<file path="config.mk">
export PLATFORM = sky130hd
export DESIGN_NAME = paddle_state_tx
export DESIGN_NICKNAME = d
export VERILOG_FILES = /design/src/rtl/paddle_pkt_pkg.sv /design/src/rtl/paddle_pkt_check.sv /design/src/rtl/paddle_state_tx.sv
export SDC_FILE = /design/constraint.sdc
export NUM_CORES = 1
export LEC_CHECK = 0
export BUFFER_PORTS_ARGS = -buffer_cell sky130_fd_sc_hd__buf_2
export CORE_MARGIN = 4
export CORE_UTILIZATION = 45
export DETAILED_ROUTE_END_ITERATION = 12
export PLACE_DENSITY = 0.69
export RECOVER_POWER = 25
export SYNTH_ARGS = -nofsm -noshare
export SYNTH_HDL_FRONTEND = slang
export SYNTH_SLANG_ARGS = --single-unit
</file>
<file path="constraint.sdc">
create_clock -name Clk -period 1.7 [get_ports Clk]
set_input_delay 0.34 -clock Clk [delete_from_list [all_inputs] [get_ports Clk]]
set_output_delay 0.34 -clock Clk [all_outputs]
set_load 0.01 [all_outputs]
</file>
<file path="src/rtl/paddle_pkt_pkg.sv">
// Shared types and helpers for the paddle packet TX path and its future RX decoder.
// PADDLE_TX_CRC8_EN selects CRC-8 instead of XOR for the trailing check byte.
package paddle_pkt_pkg;
  localparam int         PKT_LEN     = 6;
  localparam logic [7:0] SOF_DEFAULT = 8'hA5;
  localparam logic [7:0] KEY_W       = 8'h01;
  localparam logic [7:0] KEY_S       = 8'h02;
  localparam logic [7:0] KEY_NONE    = 8'h00;

  typedef logic [2:0] pkt_idx_t;
  localparam pkt_idx_t LAST_IDX = 3'(PKT_LEN - 1);

  typedef enum logic {IDLE, SEND} tx_state_t;
  typedef enum logic {CHK_XOR, CHK_CRC8} chk_sel_t;

`ifdef PADDLE_TX_CRC8_EN
  localparam chk_sel_t CHECK_SEL = CHK_CRC8;
`else
  localparam chk_sel_t CHECK_SEL = CHK_XOR;
`endif

  // CRC-8, poly 0x07, MSB first, no reflection
  function automatic logic [7:0] crc8_step(input logic [7:0] crc, input logic [7:0] data);
    logic [7:0] c;
    c = crc ^ data;
    for (int i = 0; i < 8; i++)
      c = c[7] ? ((c << 1) ^ 8'h07) : (c << 1);
    return c;
  endfunction

  function automatic logic [7:0] key_filter(input logic [7:0] key);
    return (key == KEY_W || key == KEY_S) ? key : KEY_NONE;
  endfunction
endpackage

</file>
<file path="src/rtl/paddle_pkt_check.sv">
// Per-byte check accumulator: XOR by default, CRC-8 when PADDLE_TX_CRC8_EN is defined.
module paddle_pkt_check
  import paddle_pkt_pkg::*;
(
  input  logic       Clk,
  input  logic       Reset_n,
  input  logic       clear,
  input  logic       byte_en,
  input  logic [7:0] data,
  output logic [7:0] check
);
  logic [7:0] acc_d;

  always_comb begin
    acc_d = check;
    if (clear)
      acc_d = 8'h00;
    else if (byte_en)
      acc_d = (CHECK_SEL == CHK_CRC8) ? crc8_step(check, data) : (check ^ data);
  end

  always_ff @(posedge Clk or negedge Reset_n) begin
    if (!Reset_n) check <= 8'h00;
    else          check <= acc_d;
  end
endmodule

</file>
<file path="src/rtl/paddle_state_tx.sv">
// Frames a per-frame paddle snapshot into a 6-byte packet streamed over valid/ready.
// Check byte kind follows PADDLE_TX_CRC8_EN (see paddle_pkt_pkg).
//   state | meaning
//   IDLE  | waiting for a synchronised frame tick
//   SEND  | streaming snapshot bytes 0..5, stalling on !tx_ready
module paddle_state_tx
  import paddle_pkt_pkg::*;
#(
  parameter logic [7:0] SOF_BYTE  = SOF_DEFAULT,
  parameter logic [9:0] PAD_Y_MAX = 10'd479
) (
  input  logic       Clk,
  input  logic       Reset_n,
  input  logic       frame_clk,
  input  logic [9:0] paddle_y,
  input  logic [7:0] keycode,
  input  logic       is_left,
  output logic [7:0] tx_data,
  output logic       tx_valid,
  input  logic       tx_ready,
  output logic       tx_last,
  output logic       busy,
  output logic [7:0] seq_out,
  output logic [7:0] drop_cnt
);
  tx_state_t  state_q, state_d;
  pkt_idx_t   idx_q;
  logic [9:0] y_q;
  logic [7:0] key_q, seq_q, check;
  logic       left_q;
  logic       sync1, sync2, sync3, tick;
  logic       take, accept, last_accept;

  assign tick = sync2 & ~sync3;

  always_ff @(posedge Clk or negedge Reset_n) begin
    if (!Reset_n) {sync1, sync2, sync3} <= 3'b000;
    else          {sync1, sync2, sync3} <= {frame_clk, sync1, sync2};
  end

  always_ff @(posedge Clk or negedge Reset_n) begin
    if (!Reset_n) state_q <= IDLE;
    else          state_q <= state_d;
  end

  always_comb begin
    state_d     = state_q;
    take        = 1'b0;
    accept      = 1'b0;
    last_accept = 1'b0;
    case (state_q)
      IDLE: if (tick) begin
        take    = 1'b1;
        state_d = SEND;
      end
      SEND: begin
        accept = tx_ready;
        if (tx_ready && idx_q == LAST_IDX) begin
          last_accept = 1'b1;
          state_d     = IDLE;
        end
      end
      default: state_d = IDLE;
    endcase
  end

  always_comb begin
    tx_valid = (state_q == SEND);
    busy     = (state_q == SEND);
    tx_last  = (state_q == SEND) && (idx_q == LAST_IDX);
    tx_data  = 8'h00;
    if (state_q == SEND) begin
      case (idx_q)
        3'd0:    tx_data = SOF_BYTE;
        3'd1:    tx_data = {left_q, 5'b0, y_q[9:8]};
        3'd2:    tx_data = y_q[7:0];
        3'd3:    tx_data = key_q;
        3'd4:    tx_data = seq_q;
        default: tx_data = check;
      endcase
    end
  end

  always_ff @(posedge Clk or negedge Reset_n) begin
    if (!Reset_n) begin
      idx_q    <= '0;
      y_q      <= '0;
      key_q    <= '0;
      seq_q    <= '0;
      left_q   <= 1'b0;
      seq_out  <= '0;
      drop_cnt <= '0;
    end else begin
      if (take) begin
        idx_q  <= '0;
        y_q    <= (paddle_y > PAD_Y_MAX) ? PAD_Y_MAX : paddle_y;
        key_q  <= key_filter(keycode);
        left_q <= is_left;
        seq_q  <= seq_out;
      end else if (accept) begin
        idx_q <= idx_q + 3'd1;
      end
      if (last_accept)
        seq_out <= seq_out + 8'd1;
      // ticks arriving mid-packet are counted, never queued
      if (tick && state_q == SEND && drop_cnt != 8'hFF)
        drop_cnt <= drop_cnt + 8'd1;
    end
  end

  paddle_pkt_check u_check (
    .Clk     (Clk),
    .Reset_n (Reset_n),
    .clear   (take),
    .byte_en (accept),
    .data    (tx_data),
    .check   (check)
  );
endmodule
</file>
==> results.py <==
metrics = {
    "layout": {
        "final_common_cell": "dfrtp_1",
        "postLayoutCellArea_mm2": 0.00386,
        "final_net_count": 395,
        "area_growth_syn_to_layout_pct": 36.6,
        "fillers": 497,
        "drive_gt1_share_pct": 41.6,
        "antennaDiodeCount": 0,
        "mostFrequentLayoutCells": "55 x dfrtp_1, 48 x buf_2, 45 x nand2_1",
    },
    "grt": {
        "grt_max_degree": 31,
        "grt_use_total_pct": 19.8,
        "antenna_found_initial": 0,
        "grt.overflow.total": 0,
        "grt_pass1_vias": 2324,
        "grt_pass1_wl_mm": 11.6,
    },
    "yosys": {
        "ys.warnings.count": 0,
        "synth-seq-cells": 58,
        "synth_compound_area_share_pct": 16.0,
        "synth_fp_nets": 304,
        "postSynthCellCount": 274,
        "ys_async_sr_fraction_pct": 100,
        "synth_xor_area_share_pct": 4.33,
        "ys_top_cells_by_area": "dfrtp_1 51%, nand2_1 6.0%, o21ai_0 3.7%",
        "yosys-mux-area-fraction_pct": 0.796,
        "syn_area_per_cell_um2": 10.3,
        "synthSimpleGateAreaFrac_pct": 20.9,
        "ys.flop_type": "dfrtp_1",
        "synth.cell_area_mm2": 0.00283,
        "synth_area_leader_cell": "dfrtp_1",
        "ys_types": 48,
        "synth_edf_count": 0,
        "synth_seq_area_share_pct": 51.3,
        "synth_top_area_share_pct": 51.3,
        "synth_top_family_by_area": "simple AND/OR/NAND/NOR gates",
        "synth-adder-area-share_pct": 3.10,
    },
    "die": {
        "initial_utilization_pct": 46.9,
        "core-area_mm2": 0.00603,
        "die_h_um": 87.3,
        "fp.dieArea_mm2": 0.00762,
        "die_w_um": 87.3,
        "rows": 28,
        "io_pins": 50,
    },
    "timing": {
        "hold_viol": 0,
        "fin_setup_tns_ps": -7040,
        "worst_slack_ps": -616,
        "hold_ws_ps": 107,
        "period_share_pct": 136,
        "max_clock_freq_mhz": 432,
        "fin_skew_ps": 6.79,
        "slew_headroom_pct": 56.4,
        "min_period_ps": 2320,
        "setup_viol": 17,
        "rsz0062_at_grt": "true",
        "finalMaxSlewViolations": 0,
        "worst_pin_slew_ps": 654,
    },
    "clock_tree": {
        "clk_pin_slew_ps": 70,
        "clock_path_buffers": 2,
        "cts_buffers": 9,
        "htreeDepth": 3,
        "root_buffer": "clkbuf_8",
        "clock-sinks": 58,
        "clk-insertion-delay-late_ps": 330,
        "cts_tree": "done",
    },
    "critical_path": {
        "slowest_delay_ps": 460,
        "worst-path-buf-inv": 3,
        "cp.required_ps": 1360,
        "crit_path_top_delay_cell": "dfrtp_2",
        "crit_chain": "inv_4 -> ha_4 -> buf_6 -> and3_4 -> a221o_1 -> nor2_1 -> nor2_2 -> buf_2",
        "arrival_ps": 1980,
        "path_delay_family": "flip-flops",
        "worstSetupStartpointType": "flip-flop",
        "critical_path_class": "flip-flop to output pin",
        "worst_setup_path_end_kind": "output pin",
        "cp_max_fo": 6,
    },
    "power": {
        "vdd_drop_max_mv": 1.08,
        "power_density_mw_per_mm2": 1860,
        "p_leak_nw": 1.85,
    },
    "detailed_routing": {
        "routedWlPerCell_um": 16.0,
        "drc": 0,
        "antenna_left": 0,
        "wl_mm": 7.14,
        "via_per_inst": 5.45,
        "first_iter_violations": 151,
        "vias": 2426,
        "drt_first_pass_iters": 4,
    },
    "outcome": {
        "violations": "setup timing",
        "status": "complete, but fails checks",
    },
    "placement": {
        "hpwl_mm": 4.85,
        "io_buffers": 49,
        "gp_congestion": 0.847,
        "placed_cell_area_mm2": 0.00341,
    },
    "flow_run": {
        "maxCapViolCount": 0,
    },
    "min_path": {
        "hold_class": "input port to flip-flop",
    },
}
-- layout make-up --
cell class	count	area [um2]	area share, %
well taps	75	93.8	2.43
clock inverters	5	31.3	0.809
inverters	4	20.0	0.518
repair buffers	93	641	16.6
clock buffers	11	131	3.40
flip-flops and latches	58	1460	37.6
multi-input cells	199	1490	38.6
-- kinds of logic after synthesis --
group | after synthesis
xor gates and xnor gates | 14
buffers and inverters | 19
and+or+nand+nor | 113
DFF | 58
adders and majority gates | 7
muxes | 2
AOI/OAI and AO/OA | 61
-- registers in the layout, indices dropped and copies added, names as in the netlist --
name and flops:
y_q 10, drop_cnt 8, key_q 8, seq_out 8, seq_q 8, u_check.check 8, idx_q 3, busy 1
left_q 1, sync1 1, sync2 1, sync3 1
-- power by group --
| part | internal [mW] | switching, mW |
|---|---|---|
| combinational | 2.07 | 1.96 |
| sequential | 1.73 | 0.382 |
| clock | 0.523 | 0.537 |
| total | 4.32 | 2.88 |
-- layer usage --
metal  wire (um)  up-vias  part of all wire [%]  track usage, %
met5           0        -                     0               0
met3         380       21                   5.3            4.35
met2        3270       79                    46            28.7
met4         206        0                   2.9            10.5
met1        3280     1156                    46            27.5
li1            -     1170                     -               -
-- synth_stat cells, types with 2 or more instances --
cell type / number
a221oi_1: 2
buf_2: 6
ha_1: 7
o22a_1: 5
nand2_1: 45
nor2_1: 15
and3_1: 10
inv_1: 4
a21boi_0: 3
and4_1: 2
a31oi_1: 2
a22oi_1: 3
xor2_1: 2
dfrtp_1: 58
xnor2_1: 12
and2_1: 12
a221o_1: 8
clkbuf_1: 6
nor4bb_1: 5
nand3_1: 6
mux2_2: 2
nand4_1: 6
nor2b_1: 4
o21ai_2: 2
a22o_1: 2
o21ai_0: 21
a21oi_1: 3
-- final timing paths --
| kind | start | to | slack, ps | cells past startpoint |
|---|---|---|---|---|
| max in group asynchronous | Reset_n | idx_q[1]$_DFFE_PN0P_ | 210 | 3 |
| worst max register to register | idx_q[0]$_DFFE_PN0P_ | u_check.check[7]$_DFFE_PN0P_ | -360 | 10 |
| worst min-delay path | frame_clk | sync1$_DFF_PN0_ | 110 | 1 |
| worst max-delay path | idx_q[0]$_DFFE_PN0P_ | tx_data[3] | -620 | 8 |
| worst min register to register | sync1$_DFF_PN0_ | sync2$_DFF_PN0_ | 360 | 0 |
| min in group asynchronous | Reset_n | u_check.check[2]$_DFFE_PN0P_ | 540 | 2 |
-- stage by stage --
step	worst slack (ps)	cells	utilization (%)	power, mW
2_1_floorplan	-97.9	274	-	4.12
3_3_place_gp	-271	412	56.5	5.03
3_5_place_dp	-294	412	56.5	5.11
4_1_cts	-587	439	62.0	6.70
5_1_grt	-714	445	64.1	7.70
6_report	-616	445	64.1	7.21
-- what timing repair did --
action | 4_1_cts | 5_1_grt
setup buffers | 9 | 5
setup endpoints to repair | 20 | 24
pin swaps | 15 | 20
hold endpoints to repair | 9 | 0
gates cloned | 2 | 1
gates resized for setup | 18 | 27
hold buffers | 1 | 0
No activity file was read; power rests on OpenSTA's default activity.
